`config.mk`:
```
export PLATFORM = sky130hd
export DESIGN_NAME = vga_output
export DESIGN_NICKNAME = d
export VERILOG_FILES = /design/src/rtl/vga_output.sv
export SDC_FILE = /design/constraint.sdc
export NUM_CORES = 1
export LEC_CHECK = 0
export CORE_MARGIN = 3
export CORE_UTILIZATION = 50
export DETAILED_ROUTE_END_ITERATION = 10
export GPL_TIMING_DRIVEN = 0
export PLACE_DENSITY = 0.76
export SLEW_MARGIN = 20
export SYNTH_ARGS = -nofsm -noshare
export SYNTH_HDL_FRONTEND = slang
export SYNTH_SLANG_ARGS = --single-unit
```
`constraint.sdc`:
```
create_clock -name clk -period 2.75 [get_ports clk]
set_input_delay 0.6875 -clock clk [delete_from_list [all_inputs] [get_ports clk]]
set_output_delay 0.6875 -clock clk [all_outputs]
set_load 0.1 [all_outputs]
```
`src/rtl/vga_output.sv`:
```
// VGA raster generator: h/v counters, delayed syncs and visible gating, frame-aligned game-over colour override.
// Outputs hsync/vsync/rgb lag the counters by PIXEL_LATENCY+1 clocks; free running, no backpressure.
module vga_output #(
    parameter int         H_VISIBLE      = 800,
    parameter int         H_FP           = 56,
    parameter int         H_SYNC         = 120,
    parameter int         H_BP           = 64,
    parameter int         V_VISIBLE      = 600,
    parameter int         V_FP           = 37,
    parameter int         V_SYNC         = 6,
    parameter int         V_BP           = 23,
    parameter bit         HSYNC_POL      = 1'b1,
    parameter bit         VSYNC_POL      = 1'b1,
    parameter int         PIXEL_LATENCY  = 1,
    parameter logic [5:0] GAMEOVER_COLOR = 6'b000011
) (
    input  logic        clk,
    input  logic        rst,
    input  logic [5:0]  pixel_in,
    input  logic        game_over_in,
    input  logic        restart,
    output logic [10:0] cntr_h,
    output logic [9:0]  cntr_v,
    output logic        frame_tick,
    output logic        game_over,
    output logic        hsync,
    output logic        vsync,
    output logic [5:0]  rgb
);

    localparam int H_TOTAL = H_VISIBLE + H_FP + H_SYNC + H_BP;
    localparam int V_TOTAL = V_VISIBLE + V_FP + V_SYNC + V_BP;
    localparam int D       = PIXEL_LATENCY + 1;

    localparam logic [10:0] H_LAST   = 11'(H_TOTAL - 1);
    localparam logic [10:0] H_VIS    = 11'(H_VISIBLE);
    localparam logic [10:0] HS_START = 11'(H_VISIBLE + H_FP);
    localparam logic [10:0] HS_END   = 11'(H_VISIBLE + H_FP + H_SYNC);
    localparam logic [9:0]  V_LAST   = 10'(V_TOTAL - 1);
    localparam logic [9:0]  V_VIS    = 10'(V_VISIBLE);
    localparam logic [9:0]  VS_START = 10'(V_VISIBLE + V_FP);
    localparam logic [9:0]  VS_END   = 10'(V_VISIBLE + V_FP + V_SYNC);

    logic [10:0] h_nxt;
    logic [9:0]  v_nxt;
    logic        h_wrap;
    logic        frame_end;
    logic        vis_raw;
    logic        hs_lvl;
    logic        vs_lvl;
    logic        vis_dly;
    logic        pending;
    logic        restart_req;
    logic [D-1:0] hs_q;
    logic [D-1:0] vs_q;

    always_comb begin
        h_wrap = (cntr_h == H_LAST);
        h_nxt  = h_wrap ? 11'd0 : cntr_h + 11'd1;
        v_nxt  = cntr_v;
        if (h_wrap) begin
            v_nxt = (cntr_v == V_LAST) ? 10'd0 : cntr_v + 10'd1;
        end
    end

    // frame_end looks at the next-state counters so it is high while they read (H_VISIBLE, V_VISIBLE)
    always_ff @(posedge clk or posedge rst) begin
        if (rst) begin
            cntr_h    <= '0;
            cntr_v    <= '0;
            frame_end <= 1'b0;
        end else begin
            cntr_h    <= h_nxt;
            cntr_v    <= v_nxt;
            frame_end <= (h_nxt == H_VIS) && (v_nxt == V_VIS);
        end
    end

    assign vis_raw = (cntr_h < H_VIS) && (cntr_v < V_VIS);
    assign hs_lvl  = ((cntr_h >= HS_START) && (cntr_h < HS_END)) ? HSYNC_POL : ~HSYNC_POL;
    assign vs_lvl  = ((cntr_v >= VS_START) && (cntr_v < VS_END)) ? VSYNC_POL : ~VSYNC_POL;

    always_ff @(posedge clk or posedge rst) begin
        if (rst) begin
            hs_q <= {D{~HSYNC_POL}};
            vs_q <= {D{~VSYNC_POL}};
        end else begin
            hs_q <= (hs_q << 1) | D'(hs_lvl);
            vs_q <= (vs_q << 1) | D'(vs_lvl);
        end
    end

    assign hsync = hs_q[D-1];
    assign vsync = vs_q[D-1];

    // visible only needs PIXEL_LATENCY stages: the rgb register supplies the last one
    generate
        if (PIXEL_LATENCY == 0) begin : g_vis_direct
            assign vis_dly = vis_raw;
        end else begin : g_vis_pipe
            logic [PIXEL_LATENCY-1:0] vis_q;
            always_ff @(posedge clk or posedge rst) begin
                if (rst) begin
                    vis_q <= '0;
                end else begin
                    vis_q <= (vis_q << 1) | PIXEL_LATENCY'(vis_raw);
                end
            end
            assign vis_dly = vis_q[PIXEL_LATENCY-1];
        end
    endgenerate

    always_ff @(posedge clk or posedge rst) begin
        if (rst) begin
            rgb <= '0;
        end else if (!vis_dly) begin
            rgb <= '0;
        end else begin
            rgb <= game_over ? GAMEOVER_COLOR : pixel_in;
        end
    end

    // Requests collected during a frame resolve at frame_end; inputs seen on that cycle count for the next frame
    always_ff @(posedge clk or posedge rst) begin
        if (rst) begin
            game_over   <= 1'b0;
            pending     <= 1'b0;
            restart_req <= 1'b0;
        end else if (frame_end) begin
            if (restart_req) begin
                game_over <= 1'b0;
            end else if (pending) begin
                game_over <= 1'b1;
            end
            pending     <= game_over_in & ~game_over;
            restart_req <= restart;
        end else begin
            if (game_over_in && !game_over) begin
                pending <= 1'b1;
            end
            if (restart) begin
                restart_req <= 1'b1;
            end
        end
    end

    assign frame_tick = frame_end & ~game_over;

endmodule

```
=== Word level (Yosys, flattened, before mapping) ===
Index checks and enable logic that the tools add are counted.

* Memory bits (writable): 0
* Bits of input ports: 10
* Latch bits: 0
* Output and inout bits: 31
* Word-level logic and storage cells: 50
* Memories kept: 0
* Register bits: 36
* Memory bits (read-only): 0

* $lt $le $gt $ge: 6
* Reduce and logical (&&, ||, !) cells: 10
* $add $sub $neg: 2
* Equal/unequal tests: 4
* Shifts and indexed selects: 0
* Bitwise gates (word level): 5
* Muxes and demuxes: 13
* Divide/modulo/power cells: 0
* $mul: 0

{| class="wikitable"
|+ Operator list
! cell !! count
|-
| 11-bit by 10-bit < comparator with 1-bit output, second input constant || 2
|-
| 10-bit equality test, second input constant || 2
|-
| 10-bit < comparator, second input constant || 2
|-
| 10-bit two-way mux || 2
|-
| 6-bit two-way mux || 2
|-
| 11-bit by 1-bit adder with 11-bit output, second input constant || 1
|-
| 11-bit by 10-bit equality test with 1-bit output, second input constant || 1
|-
| 11-bit equality test, second input constant || 1
|-
| 11-bit by 10-bit greater-or-equal comparator with 1-bit output, second input constant || 1
|-
| 11-bit two-way mux || 1
|-
| 10-bit by 1-bit adder with 10-bit output, second input constant || 1
|-
| 10-bit greater-or-equal comparator, second input constant || 1
|-
| 1-bit two-way mux || 8
|-
| 2-bit nonzero test || 3
|-
| 1-bit logical AND || 5
|-
| 2-bit by 1-bit OR with 2-bit output || 2
|-
| 1-bit bitwise AND || 2
|-
| 2-bit AND reduction || 1
|-
| 1-bit logical NOT || 1
|-
| 1-bit NOT || 1
|}

=== Longest topological paths before layout ===
Gate-level depths: netlist of the first run.

* Word-level depth: 5
* Gate-level depth with buffers: 8
* Mapped depth without buffers: 7

=== Worst setup path after synthesis of the first run ===
OpenSTA, ideal clock, no wires.

* Kind: reg-to-output
* Start: register game_over
* End: output frame_tick
* Cell stages (with the launch flop): 2
* Data arrival time: 2.202 ns
* Slack: -0.139 ns
* Required time: 2.062 ns
* Buffers on the path: 0
* Path through: dfrtp_1 -> nor2_1

* Cells in the longest elaborated chain, start to end: 2

{| class="wikitable"
|+ Ends and longest elaborated chain
! item !! RTL line !! RTL
|-
| from (decl) || 25 || <nowiki>output logic game_over,</nowiki>
|-
| from (signal assigned) || 126 || <nowiki>game_over <= 1'b0;</nowiki>
|-
| from (signal assigned) || 131 || <nowiki>game_over <= 1'b0;</nowiki>
|-
| from (signal assigned) || 133 || <nowiki>game_over <= 1'b1;</nowiki>
|-
| 1-bit NOT || 147 || <nowiki>assign frame_tick = frame_end & ~game_over;</nowiki>
|-
| 1-bit bitwise AND || 147 ||
|-
| to (decl) || 24 || <nowiki>output logic frame_tick,</nowiki>
|}

No other way between the ends.

=== Worst setup path after layout of the first run ===
* Start: register cntr_h[10]
* End: output cntr_h[10]

{| class="wikitable"
|+ RTL lines
! item !! RTL line !! RTL
|-
| from (decl) || 22 || <nowiki>output logic [10:0] cntr_h,</nowiki>
|-
| from (signal assigned) || 73 || <nowiki>cntr_h <= h_nxt;</nowiki>
|}

No word-level cell between the ends.

==> load_flow_metrics.sql, run 1 <==
INSERT INTO impl_metrics (metric_group, metric, value, unit) VALUES
('run_status', 'result_of_the_run', 'complete, no violations', ''),
('sta', 'period_needed', '2.69', 'ns'),
('floorplanning', 'core_region_area', '3490', 'um2'),
('yosys', 'ys.warnings.count', '0', ''),
('global_routing', 'grt_usage', '20.0', '%'),
('clocking', 'clock_tree_from_tritoncts', 'built', ''),
('yosys', 'post_synth_inst_count', '183', ''),
('sta', 'setup_viol', '0', ''),
('clocking', 'worst_skew_pair.late_latency', '0.28', 'ns'),
('clocking', 'hold_buffers', '0', ''),
('yosys', 'synthDistinctLibCells', '49', ''),
('setup_path', 'crit_fanout', '8', ''),
('sta', 'finalMaxSlewViolations', '0', ''),
('yosys', 'synthesis.area_per_instance', '10.3', 'um2'),
('placement', 'dp.cells', '269', ''),
('clocking', 'cts.sink_count', '36', ''),
('sta', 'rsz0062_at_grt', 'no', ''),
('yosys', 'synthFlopType', 'dfrtp_1', ''),
('detailed_routing', 'dr_total_vias', '1494', ''),
('detailed_routing', 'drtPass1Iterations', '4', ''),
('sta', 'fin_worst_skew', '0.00596', 'ns'),
('setup_path', 'crit_path_cells', 'clkdlybuf4s50_1', ''),
('sta', 'timing.final.hold_violations', '0', ''),
('sta', 'max_slew_margin', '34.1', '%'),
('global_routing', 'grt_first_pass_wirelength', '6.82', 'mm'),
('power', 'cellLeakagePower', '1.05', 'nW'),
('setup_path', 'worst_setup_path_startpoint', 'cntr_h[10]$_DFF_PP0_', ''),
('setup_path', 'r2r-start', 'cntr_h[0]$_DFF_PP0_', ''),
('yosys', 'post-synth-top-area-cell', 'dfrtp_1', ''),
('yosys', 'post_synth_instance_area', '1890', 'um2'),
('job', 'maxCapViolations', '0', ''),
('final_layout', 'n_antenna_cell', '0', ''),
('final_layout', 'final_cell_count_no_fill', '277', ''),
('clocking', 'ctsHtreeMaxLevel', '2', ''),
('sta', 'setup_tns', '0', 'ns'),
('sta', 'fmax', '372', 'MHz'),
('detailed_routing', 'wl_per_cell', '14.5', 'um'),
('power', 'power_density', '430', 'nW/um2'),
('setup_path', 'crit_end', 'cntr_h[10]', ''),
('detailed_routing', 'antenna_left', '0', ''),
('yosys', 'post_synthesis_net_count', '198', ''),
('placement', 'dp.final_hpwl', '2.92', 'mm'),
('yosys', 'synth_enable_flop_cells', '0', ''),
('yosys', 'synth.most_common_cell', 'dfrtp_1', ''),
('clocking', 'cts.root.buffer_cell', 'clkbuf_8', ''),
('setup_path', 'worst_r2r_endpoint', 'frame_end$_DFF_PP0_', ''),
('floorplanning', 'fp.dieW', '67.5', 'um'),
('setup_path', 'critPathSlowestCell', 'clkdlybuf4s50_1', ''),
('setup_path', 'crit_path_end_kind', 'output port', ''),
('yosys', 'yosys-top-cells-count', 'dfrtp_1, nand2_1, inv_1, o21ai_0', ''),
('yosys', 'postSynthRegisterBits', '36', ''),
('floorplanning', 'die_area', '4550', 'um2'),
('detailed_routing', 'detail_route.iter0.violations', '73', ''),
('setup_path', 'crit_cells', '1', ''),
('yosys', 'netlist.area_leader.share', '47.7', '%'),
('placement', 'port_buffers', '40', ''),
('global_routing', 'gr-total-overflow', '0', ''),
('setup_path', 'r2r_setup_slack', '0.50', 'ns'),
('yosys', 'synth_seq_area_share', '47.7', '%'),
('clocking', 'clk_transition_reported_paths', '0.07', 'ns'),
('setup_path', 'cp_required', '2.06', 'ns'),
('setup_path', 'critPathLaunchType', 'flop', ''),
('setup_path', 'worst-r2r-cell-count', '8', ''),
('yosys', 'synth-async-reset-ratio', '100', '%'),
('setup_path', 'critPathBufInv', '1', ''),
('yosys', 'post_synth_main_area_contributors', 'dfrtp_1, nand2_1, ha_1', ''),
('clocking', 'cts.repair_timing.setup_buffer_count', '0', ''),
('setup_path', 'worst_path_largest_cell_delay', '1.20', 'ns'),
('final_layout', 'areaGrowthSynthToFinish', '30.5', '%'),
('clocking', 'ctsLongestPathBuffers', '2', ''),
('sta', 'layout_worst_path_cycle_share', '97.8', '%');
-- cells in the final DEF (no fill, tap or decap), types with 2 or more instances in the layout --
master / synthesis / final
clkbuf_8: 0 / 5
nor3b_1: 2 / 2
xor2_1: 5 / 5
nor3_2: 2 / 2
and2_1: 7 / 7
nand2b_1: 4 / 4
o21a_1: 2 / 2
o31ai_1: 2 / 2
buf_6: 4 / 4
nor3_1: 2 / 2
nand3_1: 8 / 8
ha_1: 5 / 5
nor2_1: 9 / 8
and3_1: 2 / 2
xnor2_1: 4 / 4
and4_1: 4 / 4
nor2b_1: 3 / 3
o21ai_0: 12 / 12
a211oi_1: 2 / 2
dfrtp_1: 36 / 36
nand4_1: 2 / 2
inv_1: 12 / 11
nor4_1: 2 / 2
clkdlybuf4s50_1: 0 / 38
nand2_1: 17 / 17
dlymetal6s2s_1: 0 / 2
o211ai_1: 2 / 2
a21oi_1: 9 / 9
-- metal layers --
metal	share of wire, %	global-route usage [%]	wire length (um)
met5	0	0	0
met4	1.1	7.59	43
met3	5.5	3.49	219
met1	46	27.8	1860
met2	47	31.2	1880
-- metrics by stage --
| step | worst slack (ns) | cell area (um2) | util (%) | power, W |
|---|---|---|---|---|
| 5_1_grt | 0.00578 | 2460 | 70.5 | 0.00110 |
| 4_1_cts | 0.0156 | 2460 | 70.4 | 0.00107 |
| 2_1_floorplan | 0.0898 | 1890 | - | 0.000589 |
| 6_report | 0.0607 | 2460 | 70.5 | 0.00106 |
| 3_5_place_dp | 0.339 | 2350 | 67.2 | 0.000615 |
| 3_3_place_gp | 0.336 | 2350 | 67.2 | 0.000614 |
-- cells by family (layout without fill, tap and decap cells) --
family,count (synthesis),after routing,share of synthesized area (%)
AOI/OAI and AO/OA,38,38,13.2
xor gates and xnor gates,10,10,5.04
buffers and inverters,17,65,5.04
and+or+nand+nor,77,77,25.7
adders and majority gates,5,5,3.31
DFF,36,36,47.7
-- final cells by class --
type | count | area, um2
clock buffers | 5 | 68.8
inverters | 12 | 45.0
plain buffers | 5 | 50.0
clock inverters | 3 | 42.5
fillers | 252 | 1030
multi-input cells | 130 | 895
well taps | 46 | 57.6
flip-flops and latches | 36 | 901
repair buffers | 40 | 405
-- sequential cells by signal (all words and copies together) (netlist names) --
| signal | cells |
|---|---|
| restart_req | 1 |
| frame_end | 1 |
| hs_q | 2 |
| vs_q | 2 |
| game_over | 1 |
| rgb | 6 |
| g_vis_pipe.vis_q | 1 |
| pending | 1 |
| cntr_v | 10 |
| cntr_h | 11 |
-- how the worst min path moves through the flow --
stage	from	to	slack, ns	depth (start not counted)
4_1_cts	vs_q[0]$_DFF_PP0_	vs_q[1]$_DFF_PP0_	0.37	0
3_3_place_gp	vs_q[0]$_DFF_PP0_	vs_q[1]$_DFF_PP0_	0.33	0
6_report	vs_q[0]$_DFF_PP0_	vs_q[1]$_DFF_PP0_	0.36	0
5_1_grt	vs_q[0]$_DFF_PP0_	vs_q[1]$_DFF_PP0_	0.37	0
2_1_floorplan	hs_q[0]$_DFF_PP0_	hs_q[1]$_DFF_PP0_	0.33	0
3_5_place_dp	vs_q[0]$_DFF_PP0_	vs_q[1]$_DFF_PP0_	0.35	0
-- power by group --
part	internal, W	switching (W)	total [W]
Clock	0.000268	0.000189	0.000457
Combinational	0.0000207	0.0000480	0.0000687
Sequential	0.000534	0.00000116	0.000535
-- worst reg2reg max path: cells and delay by family (launching register included) --
kind	cells	cell delay, ns
buffers and inverters	1	0.14
DFF	1	0.47
adders and majority gates	1	0.32
and+or+nand+nor	3	0.82
AOI/OAI and AO/OA	3	0.43
Power figures use the tool's default switching activity.
==> run 2, diff against run 1 <==
- CORE_UTILIZATION: 50 -> 52
- CTS_BUF_LIST: default -> sky130_fd_sc_hd__clkbuf_8
- PLACE_DENSITY: 0.76 -> 0.87
- REMOVE_ABC_BUFFERS: default -> 1
==> run 2 against run 1 <==
  * Flip-flop and latch count unchanged
  * Fmax decreased by 0.12%
  * Sequential power about the same
  * Critical path depth unchanged
  * Non-clock buffer count decreased by 5
  * Register-to-register slack about the same
  * Cell area decreased by 2.4%
  * Utilization decreased by 0.13 points
  * Die area decreased by 3.5%
==> load_flow_metrics.sql, run 2 (same netlist as run 1, synthesis figures left out) <==
INSERT INTO impl_metrics (metric_group, metric, value, unit) VALUES
('placement', 'gp_routability_congestion', '0.988', ''),
('sta', 'fmax', '371', 'MHz'),
('setup_path', 'crit_path_end_kind', 'output port', ''),
('power', 'power_density', '420', 'nW/um2'),
('setup_path', 'critical_path_arrival', '2.00', 'ns'),
('final_layout', 'largest-register', 'cntr_h', ''),
('final_layout', 'post_route_cells_drive_above_1_share', '10.2', '%'),
('min_path', 'hp-class', 'flop to flop', ''),
('floorplanning', 'io_pins', '41', ''),
('detailed_routing', 'wirelength', '4.05', 'mm'),
('detailed_routing', 'wl_per_cell', '14.9', 'um'),
('detailed_routing', 'detail_route.iter0.violations', '130', ''),
('detailed_routing', 'drt-vias-per-instance', '5.61', ''),
('clocking', 'ctsLongestPathBuffers', '2', ''),
('placement', 'dp.final_hpwl', '2.77', 'mm'),
('detailed_routing', 'dr_total_vias', '1521', ''),
('global_routing', 'grt_max_degree', '37', ''),
('setup_path', 'worst-r2r-cell-count', '7', ''),
('setup_path', 'worst_r2r_endpoint', 'frame_end$_DFF_PP0_', ''),
('sta', 'max_slew_margin', '34.3', '%'),
('floorplanning', 'die_area', '4390', 'um2'),
('final_layout', 'mostFrequentLayoutCell', 'dfrtp_1', ''),
('sta', 'tightestPinTransition', '0.984', 'ns'),
('setup_path', 'cp_required', '2.06', 'ns'),
('final_layout', 'nNetsFinal', '240', ''),
('global_routing', 'grt_usage', '20.4', '%'),
('setup_path', 'critPathKind', 'flop to output port', ''),
('final_layout', 'areaGrowthSynthToFinish', '27.4', '%'),
('floorplanning', 'chipHeight', '66.3', 'um'),
('final_layout', 'max_reg_flops', '11', ''),
('setup_path', 'critPathBufInv', '1', ''),
('final_layout', 'layout.cells.most_common_list', 'dfrtp_1, clkdlybuf4s50_1, nand2_1, o21ai_0, inv_1', ''),
('sta', 'timing.final.hold_violations', '0', ''),
('global_routing', 'gr-total-overflow', '0', ''),
('setup_path', 'worst_path_largest_cell_delay', '1.20', 'ns'),
('global_routing', 'grt.met3_usage', '6.46', '%'),
('clocking', 'cts_made_buffers', '5', ''),
('clocking', 'ctsHtreeMaxLevel', '2', ''),
('clocking', 'cts.root.buffer_cell', 'clkbuf_8', ''),
('placement', 'dp_worst_setup_slack', '0.328', 'ns'),
('clocking', 'clock_tree_from_tritoncts', 'built', ''),
('setup_path', 'worst_path_dominant_cell_family', 'buffers and inverters', ''),
('min_path', 'hold-path-cell-count', '0', ''),
('setup_path', 'worst_setup_path_startpoint', 'cntr_h[4]$_DFF_PP0_', ''),
('setup_path', 'r2r-start', 'cntr_h[0]$_DFF_PP0_', ''),
('global_routing', 'grt_busiest_layer', 'met2', ''),
('global_routing', 'grt_first_pass_wirelength', '6.74', 'mm'),
('min_path', 'worst_hold_path.endpoint', 'hs_q[1]$_DFF_PP0_', ''),
('power', 'vdd.ir_drop.worst', '0.000278', 'V'),
('sta', 'rsz0062_at_grt', 'no', ''),
('clocking', 'clk_transition_reported_paths', '0.07', 'ns'),
('global_routing', 'grt_antenna_before_repair', '0', ''),
('sta', 'post-route-worst-setup-slack', '0.0576', 'ns'),
('clocking', 'worst_skew_pair.late_latency', '0.29', 'ns'),
('final_layout', 'n_antenna_cell', '0', ''),
('final_layout', 'largest_registers', 'cntr_h (11), cntr_v (10), rgb (6)', ''),
('floorplanning', 'floorplan.initialDensity', '55.3', '%'),
('power', 'cellLeakagePower', '1.06', 'nW'),
('global_routing', 'gr-usage-met2', '31.8', '%'),
('sta', 'fin_worst_skew', '0.00814', 'ns'),
('sta', 'finalMaxSlewViolations', '0', ''),
('floorplanning', 'core_region_area', '3420', 'um2'),
('global_routing', 'grt_pass1_vias', '1421', ''),
('sta', 'period_needed', '2.69', 'ns'),
('sta', 'setup_viol', '0', ''),
('sta', 'layout_worst_path_cycle_share', '97.9', '%'),
('job', 'maxCapViolations', '0', ''),
('setup_path', 'crit_fanout', '10', ''),
('detailed_routing', 'detail_route.drc_violations', '0', ''),
('global_routing', 'grtUsageMet1', '26.0', '%'),
('clocking', 'cts.sink_count', '36', ''),
('sta', 'setup_tns', '0', 'ns'),
('final_layout', 'fill_cells', '259', ''),
('detailed_routing', 'antenna_left', '0', ''),
('detailed_routing', 'drtPass1Iterations', '4', ''),
('setup_path', 'r2r_setup_slack', '0.50', 'ns'),
('min_path', 'min-delay-start', 'hs_q[0]$_DFF_PP0_', ''),
('setup_path', 'critPathLaunchType', 'flop', ''),
('setup_path', 'critPathSlowestCell', 'clkdlybuf4s50_1', ''),
('floorplanning', 'fp.dieW', '66.3', 'um'),
('run_status', 'result_of_the_run', 'complete, no violations', ''),
('setup_path', 'crit_path_cells', 'clkdlybuf4s50_1', ''),
('placement', 'port_buffers', '40', ''),
('floorplanning', 'fp-row-count', '21', ''),
('clocking', 'hold_buffers', '0', '');
[run 2: cell types whose count changed in the layout (fill, tap and decap cells not counted), sizes merged]
cell	delta
buf	-5
bufinv	-1
clkbuf	+2
clkdlybuf4s50	-3
clkinv	-1
clkinvlp	-1
dlymetal6s2s	+3
[run 2: worst max-delay path by stage]
stage | to | cells past startpoint
after floorplan | frame_tick | 1
after global placement | cntr_h[5] | 1
after detailed placement | cntr_h[5] | 1
after CTS | cntr_h[5] | 1
after global routing | cntr_v[0] | 1
final | cntr_h[4] | 1
[run 2: power breakdown]
part | leakage, nW | switching [W] | internal, W | total (W)
combinational | 0.547 | 0.0000481 | 0.0000207 | 0.0000688
sequential | 0.459 | 0.00000103 | 0.000534 | 0.000535
clock | 0.0503 | 0.000183 | 0.000223 | 0.000406
[run 2: layout make-up]
class,instances,area (um2),area share (%)
flip-flops and latches,36,901,37.5
multi-input cells,130,892,37.1
repair buffers,40,413,17.2
clock buffers,7,96.3,4.01
well taps,46,57.6,2.39
inverters,12,45.0,1.87
[run 2: metrics by stage]
step	hold slack, ns	cell area (um2)	instances	power (W)	util [%]
after global placement	0.333	2300	264	0.000614	67.2
after CTS	0.350	2390	271	0.00102	70.0
after global routing	0.372	2400	271	0.00105	70.4
final	0.348	2400	271	0.00101	70.4
after detailed placement	0.335	2300	264	0.000614	67.2
after floorplan	0.331	1840	178	0.000589	-
[run 2: repair_timing]
item | in CTS | in global routing
endpoints found under the setup margin | 0 | 5
resized for setup | 0 | 5
setup buffers | 0 | 0
[run 2: layer usage]
layer  vias up  share of wire [%]  wire length, um
met4         0                2.0               80
li1        727                  -                -
met2        58                 48             1930
met5         -                  0                0
met3         8                6.6              268
met1       728                 44             1770
